### src/rtl/seg_pkg.sv
// Symbol codes and segment encoding shared by the seven-segment scan controller.
// Pure definitions: no latency, no flow control.
package seg_pkg;

    localparam logic [4:0] SYM_I     = 5'd10;
    localparam logic [4:0] SYM_G     = 5'd11;
    localparam logic [4:0] SYM_T     = 5'd12;
    localparam logic [4:0] SYM_A     = 5'd13;
    localparam logic [4:0] SYM_B     = 5'd14;
    localparam logic [4:0] SYM_C     = 5'd15;
    localparam logic [4:0] SYM_J     = 5'd16;
    localparam logic [4:0] SYM_DASH  = 5'd17;
    localparam logic [4:0] BLANK     = 5'd31;

    typedef enum logic {
        CONV_IDLE,
        CONV_RUN
    } conv_state_t;

    // Segment order g..a in bits 6..0, active high.
    function automatic logic [6:0] seg_encode(input logic [4:0] code);
        logic [6:0] seg;
        case (code)
            5'd0:     seg = 7'h3F;
            5'd1:     seg = 7'h06;
            5'd2:     seg = 7'h5B;
            5'd3:     seg = 7'h4F;
            5'd4:     seg = 7'h66;
            5'd5:     seg = 7'h6D;
            5'd6:     seg = 7'h7D;
            5'd7:     seg = 7'h07;
            5'd8:     seg = 7'h7F;
            5'd9:     seg = 7'h6F;
            SYM_I:    seg = 7'h30;
            SYM_G:    seg = 7'h3D;
            SYM_T:    seg = 7'h78;
            SYM_A:    seg = 7'h77;
            SYM_B:    seg = 7'h7C;
            SYM_C:    seg = 7'h39;
            SYM_J:    seg = 7'h1E;
            SYM_DASH: seg = 7'h40;
            default:  seg = 7'h00;
        endcase
        return seg;
    endfunction

endpackage

### src/rtl/bin2bcd_seq.sv
// Sequential shift-add-3 binary to BCD converter with overflow flag; VAL_W cycles per conversion.
// No backpressure: start restarts at any time, done is a one-cycle pulse with bcd/ovf valid alongside.
module bin2bcd_seq
    import seg_pkg::*;
#(
    parameter int VAL_W    = 16,
    parameter int N_DIGITS = 8
) (
    input  logic                  clk,
    input  logic                  rst_n,
    input  logic                  start,
    input  logic [VAL_W-1:0]      bin,
    output logic                  busy,
    output logic                  done,
    output logic [4*N_DIGITS-1:0] bcd,
    output logic                  ovf
);

    localparam int BCD_W = 4 * N_DIGITS;
    localparam int CNT_W = $clog2(VAL_W);

    conv_state_t      state, state_nxt;
    logic [VAL_W-1:0] shreg;
    logic [BCD_W-1:0] acc, acc_adj, acc_nxt;
    logic             ovf_q, carry, last;
    logic [CNT_W-1:0] cnt;

    always_comb begin
        acc_adj = acc;
        for (int i = 0; i < N_DIGITS; i++) begin
            if (acc[4*i +: 4] >= 4'd5) acc_adj[4*i +: 4] = acc[4*i +: 4] + 4'd3;
        end
        // A bit leaving the top digit means the running prefix already reached 10^N_DIGITS.
        carry   = acc_adj[BCD_W-1];
        acc_nxt = {acc_adj[BCD_W-2:0], shreg[VAL_W-1]};
        last    = (state == CONV_RUN) && (cnt == CNT_W'(VAL_W - 1));
    end

    always_ff @(posedge clk) begin
        if (!rst_n) state <= CONV_IDLE;
        else        state <= state_nxt;
    end

    always_comb begin
        state_nxt = state;
        done      = 1'b0;
        case (state)
            CONV_IDLE: if (start) state_nxt = CONV_RUN;
            CONV_RUN: begin
                if (start) begin
                    state_nxt = CONV_RUN;
                end else if (last) begin
                    state_nxt = CONV_IDLE;
                    done      = 1'b1;
                end
            end
            default: state_nxt = CONV_IDLE;
        endcase
    end

    always_ff @(posedge clk) begin
        if (!rst_n) begin
            shreg <= '0;
            acc   <= '0;
            ovf_q <= 1'b0;
            cnt   <= '0;
        end else if (start) begin
            shreg <= bin;
            acc   <= '0;
            ovf_q <= 1'b0;
            cnt   <= '0;
        end else if (state == CONV_RUN) begin
            shreg <= shreg << 1;
            acc   <= acc_nxt;
            ovf_q <= ovf_q | carry;
            cnt   <= cnt + 1'b1;
        end
    end

    assign busy = (state == CONV_RUN);
    assign bcd  = acc_nxt;
    assign ovf  = ovf_q | carry;

endmodule

### src/rtl/seg_scan_ctrl.sv
// Multiplexed seven-segment scanner with BCD/raw display, blink, dp, PWM brightness and frame-synchronous commit.
// Outputs registered one cycle after scan counters; no backpressure, load may restart conversion at any time.
module seg_scan_ctrl
    import seg_pkg::*;
#(
    parameter int N_DIGITS = 8,
    parameter int VAL_W    = 16,
    parameter int CLK_FREQ = 100_000_000,
    parameter int SCAN_HZ  = 1000,
    parameter int BLINK_HZ = 2
) (
    input  logic                  clk,
    input  logic                  rst_n,
    input  logic                  mode_bin,
    input  logic                  load,
    input  logic [VAL_W-1:0]      value,
    input  logic [5*N_DIGITS-1:0] raw_code,
    input  logic [N_DIGITS-1:0]   dp_mask,
    input  logic [N_DIGITS-1:0]   blink_mask,
    input  logic [3:0]            bright,
    output logic                  busy,
    output logic [N_DIGITS-1:0]   seg_sel,
    output logic [7:0]            seg_data
);

    localparam int SCAN_DIV  = CLK_FREQ / (SCAN_HZ * N_DIGITS);
    localparam int SUB_DIV   = SCAN_DIV / 16;
    localparam int BLINK_DIV = CLK_FREQ / (2 * BLINK_HZ);
    localparam int SLOT_W    = $clog2(SCAN_DIV);
    localparam int IDX_W     = $clog2(N_DIGITS);
    localparam int BLK_W     = $clog2(BLINK_DIV + 1);

    logic [SLOT_W-1:0]     slot_cnt;
    logic [IDX_W-1:0]      scan_idx;
    logic [BLK_W-1:0]      blink_cnt;
    logic                  blink_ph;
    logic                  slot_wrap, frame_start, blink_wrap;

    logic                  conv_done, conv_ovf;
    logic [4*N_DIGITS-1:0] conv_bcd;
    logic [4:0]            conv_code [N_DIGITS];
    logic [4:0]            pend      [N_DIGITS];
    logic [4:0]            disp_buf  [N_DIGITS];

    logic [3:0]            sub;
    logic [4:0]            cur_code;
    logic                  blanked;
    logic [N_DIGITS-1:0]   sel_onehot;

    bin2bcd_seq #(
        .VAL_W    (VAL_W),
        .N_DIGITS (N_DIGITS)
    ) u_bin2bcd (
        .clk   (clk),
        .rst_n (rst_n),
        .start (load),
        .bin   (value),
        .busy  (busy),
        .done  (conv_done),
        .bcd   (conv_bcd),
        .ovf   (conv_ovf)
    );

    assign slot_wrap   = (slot_cnt == SLOT_W'(SCAN_DIV - 1));
    assign frame_start = slot_wrap && (scan_idx == IDX_W'(N_DIGITS - 1));
    assign blink_wrap  = (blink_cnt == BLK_W'(BLINK_DIV - 1));

    always_ff @(posedge clk) begin
        if (!rst_n) begin
            slot_cnt  <= '0;
            scan_idx  <= '0;
            blink_cnt <= '0;
            blink_ph  <= 1'b1;
        end else begin
            slot_cnt <= slot_wrap ? '0 : slot_cnt + 1'b1;
            if (slot_wrap) begin
                scan_idx <= (scan_idx == IDX_W'(N_DIGITS - 1)) ? '0 : scan_idx + 1'b1;
            end
            blink_cnt <= blink_wrap ? '0 : blink_cnt + 1'b1;
            if (blink_wrap) blink_ph <= ~blink_ph;
        end
    end

    // Leading-zero suppression scans from the top digit down; digit 0 is always shown.
    always_comb begin
        logic       seen;
        logic [3:0] digit;
        seen  = 1'b0;
        digit = 4'd0;
        for (int i = N_DIGITS - 1; i >= 0; i--) begin
            digit = conv_bcd[4*i +: 4];
            if (digit != 4'd0 || i == 0) seen = 1'b1;
            if (conv_ovf)  conv_code[i] = SYM_DASH;
            else if (seen) conv_code[i] = {1'b0, digit};
            else           conv_code[i] = BLANK;
        end
    end

    // Commit reads the old pending value when completion and frame start share an edge.
    always_ff @(posedge clk) begin
        if (!rst_n) begin
            for (int i = 0; i < N_DIGITS; i++) begin
                pend[i]     <= BLANK;
                disp_buf[i] <= BLANK;
            end
        end else begin
            if (conv_done) begin
                for (int i = 0; i < N_DIGITS; i++) pend[i] <= conv_code[i];
            end
            if (frame_start) begin
                for (int i = 0; i < N_DIGITS; i++) begin
                    disp_buf[i] <= mode_bin ? pend[i] : raw_code[5*i +: 5];
                end
            end
        end
    end

    always_comb begin
        sub        = 4'(slot_cnt / SLOT_W'(SUB_DIV));
        cur_code   = disp_buf[scan_idx];
        blanked    = blink_mask[scan_idx] & ~blink_ph;
        sel_onehot = '0;
        sel_onehot[scan_idx] = 1'b1;
    end

    always_ff @(posedge clk) begin
        if (!rst_n) begin
            seg_sel  <= '0;
            seg_data <= '0;
        end else begin
            seg_sel  <= '0;
            seg_data <= '0;
            if (sub < bright) begin
                seg_sel <= sel_onehot;
                if (!blanked) seg_data <= {dp_mask[scan_idx], seg_encode(cur_code)};
            end
        end
    end

endmodule

### config.mk
export PLATFORM = sky130hd
export DESIGN_NAME = seg_scan_ctrl
export DESIGN_NICKNAME = d
export VERILOG_FILES = /design/src/rtl/seg_pkg.sv /design/src/rtl/bin2bcd_seq.sv /design/src/rtl/seg_scan_ctrl.sv
export SDC_FILE = /design/constraint.sdc
export NUM_CORES = 1
export LEC_CHECK = 0
export BUFFER_PORTS_ARGS = -buffer_cell sky130_fd_sc_hd__buf_2
export CORE_MARGIN = 2
export CORE_UTILIZATION = 50
export DETAILED_ROUTE_END_ITERATION = 16
export PLACE_DENSITY_LB_ADDON = 0.05
export SYNTH_ARGS = -nofsm -noshare
export SYNTH_HDL_FRONTEND = slang
export SYNTH_SLANG_ARGS = --single-unit
### constraint.sdc
create_clock -name clk -period 4.94 [get_ports clk]
set_clock_uncertainty 0.05 [all_clocks]
set_input_delay 1.235 -clock clk [delete_from_list [all_inputs] [get_ports clk]]
set_output_delay 1.235 -clock clk [all_outputs]
set_load 0.01 [all_outputs]
; After elaboration in Yosys (flattened, before gate mapping)
; Memory sizes are Yosys's and may differ from the RTL's. A register that Yosys moved wholly into a read port is not among the register bits.
; Cells that the tools add are included.
[word_totals]
ff_bits = 113
ramBits = 80
mem_bits_ro = 224
in_bits = 80
out_inout_bits = 17
memories = 3
[memory_table]
columns = name, depth, width, rd, rd_ports_with_merged_regs, wr, line
row1 = (name not given), 32, 7, 1, 1, 0, seg_pkg.sv:23  ; case (code)
row2 = disp_buf, 8, 5, 1, 1, 8, seg_scan_ctrl.sv:43  ; logic [4:0] disp_buf [N_DIGITS];
row3 = pend, 8, 5, 8, 0, 8, seg_scan_ctrl.sv:42  ; logic [4:0] pend [N_DIGITS];
[op_classes]
add_sub_neg = 12
div_mod_pow = 1
magnitude_cmp = 11
eq_ne = 4
muxes = 79
bitwise = 22
n_reduce_logical = 16
[ops]
columns = cell, count
row1 = two-way mux 5 bit, 39
row2 = adder 4 x 2 -> 4 bit (second input constant), 8
row3 = >= comparator 4 x 3 -> 1 bit (second input constant), 8
row4 = two-way mux 16 bit, 2
row5 = two-way mux 4 bit, 8
row6 = nonzero test 4 bit, 7
row7 = adder 25 x 1 -> 25 bit (second input constant), 1
row8 = == test 25 bit (second input constant), 1
row9 = two-way mux 1 bit, 23
row10 = OR 1 bit, 17
row11 = adder 14 x 1 -> 14 bit (second input constant), 1
row12 = divider 14 x 10 -> 14 bit (second input constant), 1
row13 = == test 14 bit (second input constant), 1
row14 = two-way mux 3 bit, 3
row15 = binary-select mux 1 bit (select 3 bit), 2
row16 = OR reduction 2 bit, 3
row17 = adder 4 x 1 -> 4 bit (second input constant), 1
row18 = == test 4 bit (second input constant), 1
row19 = less-than comparator 3 x 4 -> 1 bit (second input constant), 1
row20 = less-than comparator 4 bit, 1
row21 = inverter 1 bit, 4
row22 = adder 3 x 1 -> 3 bit (second input constant), 1
row23 = demux 1 bit (select 3 bit), 1
row24 = == test 3 bit (second input constant), 1
row25 = 7 further kinds, 9

; Longest topological paths before layout
[logic_depth]
depth_word = 13
mapped_depth = 23
mapped_depth_nobuf = 21

; Hierarchy
; Synthesis repeated with hierarchy kept, for this count alone.
[unflattened]
hier_cells = 1218
area_unflattened_um2 = 11439.7
[modules_own_cells]
columns = module, instances, cells_each, area_per_inst_um2
row1 = seg_scan_ctrl, 1, 835, 8265.4
row2 = bin2bcd_seq, 1, 383, 3174.3

; Worst setup path after synthesis
; OpenSTA, ideal clock, no wires.
[synth_timing]
path_kind = in2reg
from = in load
to = mem pend[0][0], enable pin
setup_time_ns = 0.495
t_arrival_ns = 4.305
t_required_ns = 4.395
path_slack_ns = 0.090
cell_stages = 2
path_cell_list = clkbuf_1 -> o21ai_0
[synth_lines]
columns = element, line
row1 = start: declaration, seg_scan_ctrl.sv:15  ; input logic load,
row2 = end: declaration, seg_scan_ctrl.sv:42

; Final worst setup path
[layout_timing]
from = reg slot_cnt[10]
to = reg seg_data[5]
[layout_via]
elab_chain_len = 4
[layout_rtl]
columns = element, line
row1 = start: declaration, seg_scan_ctrl.sv:33  ; logic [SLOT_W-1:0] slot_cnt;
row2 = start signal: assignment, seg_scan_ctrl.sv:75  ; slot_cnt <= slot_wrap ? '0 : slot_cnt + 1'b1;
row3 = divider 14 x 10 -> 14 bit, seg_scan_ctrl.sv:119  ; sub = 4'(slot_cnt / SLOT_W'(SUB_DIV));
row4 = less-than comparator 4 bit, seg_scan_ctrl.sv:133  ; if (sub < bright) begin
row5 = inverter 1 bit (no source line), -
row6 = OR reduction 3 bit (no source line), -
row7 = end: declaration, seg_scan_ctrl.sv:23  ; output logic [7:0] seg_data
; Every way passes these cells.
; A chain may end at the register's enable or synchronous reset.

==> results.cfg <==
[outcome]
run_status = completed

[place]
placed_cells = 1558
globalplace.congestion = 0.839
placed_area_sq_um = 12100
dp_hpwl_mm = 18.4
port_buffers = 96

[final_layout]
area_growth_pct = 14.7
drive_gt1_frac = 0.186
nets = 1414
stdcell_area_sq_um = 12800
fin_util = 0.586
final_cell_count_no_fill = 1594
diodes = 0

[floorplanning]
rows = 54
initial_core_util = 0.511
die_h_um = 154
core_sq_um = 21900
ios = 97
dieArea_sq_um = 23600
die_w_um = 154

[clock_network]
clock-sinks = 196
insertion_delay_ns = 0.43
clk_pin_slew_ns = 0.08
htree_num_levels = 4
cts_root_buffer = clkbuf_16
cts_buffer_depth = 2
cts_made_buffers = 17
cts_tree = yes

[detailed_routing]
route.vias.total = 8727
drc = 0
routedWlPerCell_um = 15.9
drt_iter0_drc = 536
drt-pass1-iter-count = 5
wl_mm = 25.4
viasPerCell = 5.47
ant_nets = 0

[timing]
max_freq_ghz = 0.212
min_period_ns = 4.73
fin_crit_sh = 0.957
hold_violations = 0
relSlewSlack = 0.298
drv_slew = 0
worstMarginPinSlew_ns = 1.02
fin_tns_setup_ns = 0
rsz0062_at_grt = true
setup_viol = 0

[synthesis]
ys_warn_count = 0
synthCells = 1200
synth-seq-cells = 196
yosysUniqueCellTypes = 81
netlist_area_sq_um = 11200
syn_nets = 1313
async_flop_share = 0
synth-edff-count = 80
ys.flop_type = dfxtp_1
synth.avg_cell_area_sq_um = 9.32
seq_area_frac_synth = 0.422

[pwr]
power_leakage_nw = 4.65
p_total_mw = 3.34
peakVddDrop_uv = 221
p_per_area_nw_per_um2 = 260

[global_route]
antenna_found_initial = 1
grt.overflow.total = 0
grt.total_usage = 0.215
grt_max_degree = 54
grt_pass1_vias = 8333
grt_pass1_wl_mm = 41.7

[job]
maxCapViolCount = 0

[critical_path]
worstPathCellList = or4_4 > nand2_4 > o22ai_4 > or4_4 > nor2b_4 > a211oi_4 > a21o_1 > a211oi_1 > or4_1 > o22ai_2 > and3_1 > a31oi_1 > ha_1 > a21oi_1 > o21ai_0 > nor2_2 > nand2_1 > a211oi_1
crit_required_ns = 5.22
worstSetupStartpointType = flop
cp_slowest_cell = or4_4
crit_fanout = 10
arrival_ns = 5.01
critPathMaxStageDelay_ns = 0.62
critical_path_class = reg2reg
end_kind = flop

[min_path]
min_path_type = reg2reg
## synthesized netlist by cell type (all sizes together) (4+ instances only)
cell    number  area share
a211oi      25       0.019
a21o         5      0.0034
a21oi       51       0.023
a31oi        9      0.0050
and2        30       0.017
and3        12      0.0067
buf         21       0.011
clkbuf      45       0.015
dfxtp      116        0.21
edfxtp      80        0.21
ha          33       0.037
inv         42       0.014
mux2i       92       0.082
mux4        14       0.028
nand2      144       0.049
nand2b      19       0.011
nand3       28       0.013
nand3b      12      0.0081
nand4        9      0.0050
nor2       125       0.042
nor2b       11      0.0068
nor3        15      0.0067
nor3b       14      0.0094
nor4        14       0.011
nor4b       13       0.013
o211ai       5      0.0034
o21a         5      0.0034
o21ai       93       0.042
o22ai        6      0.0051
or2          6      0.0034
or3          6      0.0034
or4          4      0.0034
xnor2       30       0.023
xor2        24       0.019
## critical path, delay by kind of cell, from the launching register on
family	cells	cell delay [ns]
AND/OR/NAND/NOR	8	2.45
flip-flops	1	0.37
adder cells (fa/ha/maj)	1	0.20
AO/OA/AOI/OAI	9	1.55
## power breakdown
| group | internal, mW | total [mW] | leakage [nW] | switching (mW) |
|---|---|---|---|---|
| Sequential | 1.70 | 1.72 | 1.50 | 0.0189 |
| Combinational | 0.105 | 0.237 | 2.85 | 0.133 |
| Clock | 0.726 | 1.38 | 0.290 | 0.653 |
## cell type report
cell class | count | area (sq um)
Clock inverter | 12 | 109
Inverter | 43 | 161
Clock buffer | 20 | 479
Sequential cell | 196 | 4730
Timing Repair Buffer | 147 | 863
Multi-Input combinational cell | 896 | 6130
Fill cell | 1990 | 9070
Tap cell | 280 | 350
## kinds of logic (layout without fill, tap and decap cells)
group / count (synthesis) / after routing / synth area share
AO/OA/AOI/OAI: 231 / 232 / 0.131
XOR/XNOR: 54 / 54 / 0.0423
adder cells (fa/ha/maj): 34 / 34 / 0.0378
buffers and inverters: 109 / 222 / 0.0403
flip-flops: 196 / 196 / 0.422
multiplexers: 108 / 108 / 0.113
AND/OR/NAND/NOR: 468 / 468 / 0.214
## layout by cell type, fill, tap and decap left out, drive strengths merged, types with 9 or more instances in the layout
cell type  count
a211oi        25
nor4b         13
nand3         28
nand4          9
o21ai         93
inv           51
ha            33
xor2          24
nor3b         14
dfxtp        116
nor3          15
edfxtp        80
mux4          14
nand2b        19
nor2         125
a31oi          9
nand2        144
clkbuf        20
nand3b        12
nor2b         11
a21oi         51
and3          12
buf          147
and2          30
xnor2         30
nor4          14
mux2i         92
## what timing repair did
| item | in CTS | in global routing |
|---|---|---|
| setup buffers | 0 | 3 |
| resized for setup | 1 | 19 |
| pin swaps | 0 | 5 |
| gates cloned | 0 | 1 |
| endpoints found under the setup margin | 1 | 16 |
| hold buffers | 0 | 0 |
| endpoints found under the hold margin | 0 | 0 |
## worst paths after layout
check	startpoint	slack, ns	cells after the start	to
min	blink_cnt[0]	0.42	1	blink_cnt[0]
max	slot_cnt[10]	0.21	18	seg_data[5]
max reg2reg	slot_cnt[10]	0.21	18	seg_data[5]
min reg2reg	blink_cnt[0]	0.42	1	blink_cnt[0]
## metal layers
metal,track usage,vias to the layer above,part of all wire
met1,0.298,4070,0.47
li1,-,4487,-
met2,0.356,146,0.48
met4,0.0502,2,0.011
met3,0.0361,22,0.033
met5,0,-,0.00051
## through the flow
step                worst slack, ns  hold WS, ns
global route                -0.0580        0.458
finish                        0.214        0.416
global placement              0.188        0.401
CTS                          0.0405        0.428
detailed placement           0.0292        0.409
floorplan                    0.0897        0.380
## state kept, by name (all words and copies together) (netlist names), 8 cells and up, named ones only
register         count
disp_buf            40
pend                40
u_bin2bcd.acc       32
blink_cnt           25
u_bin2bcd.shreg     16
slot_cnt            14
seg_data             8
seg_sel              8
Note: power is estimated with default switching activity, not from simulation.
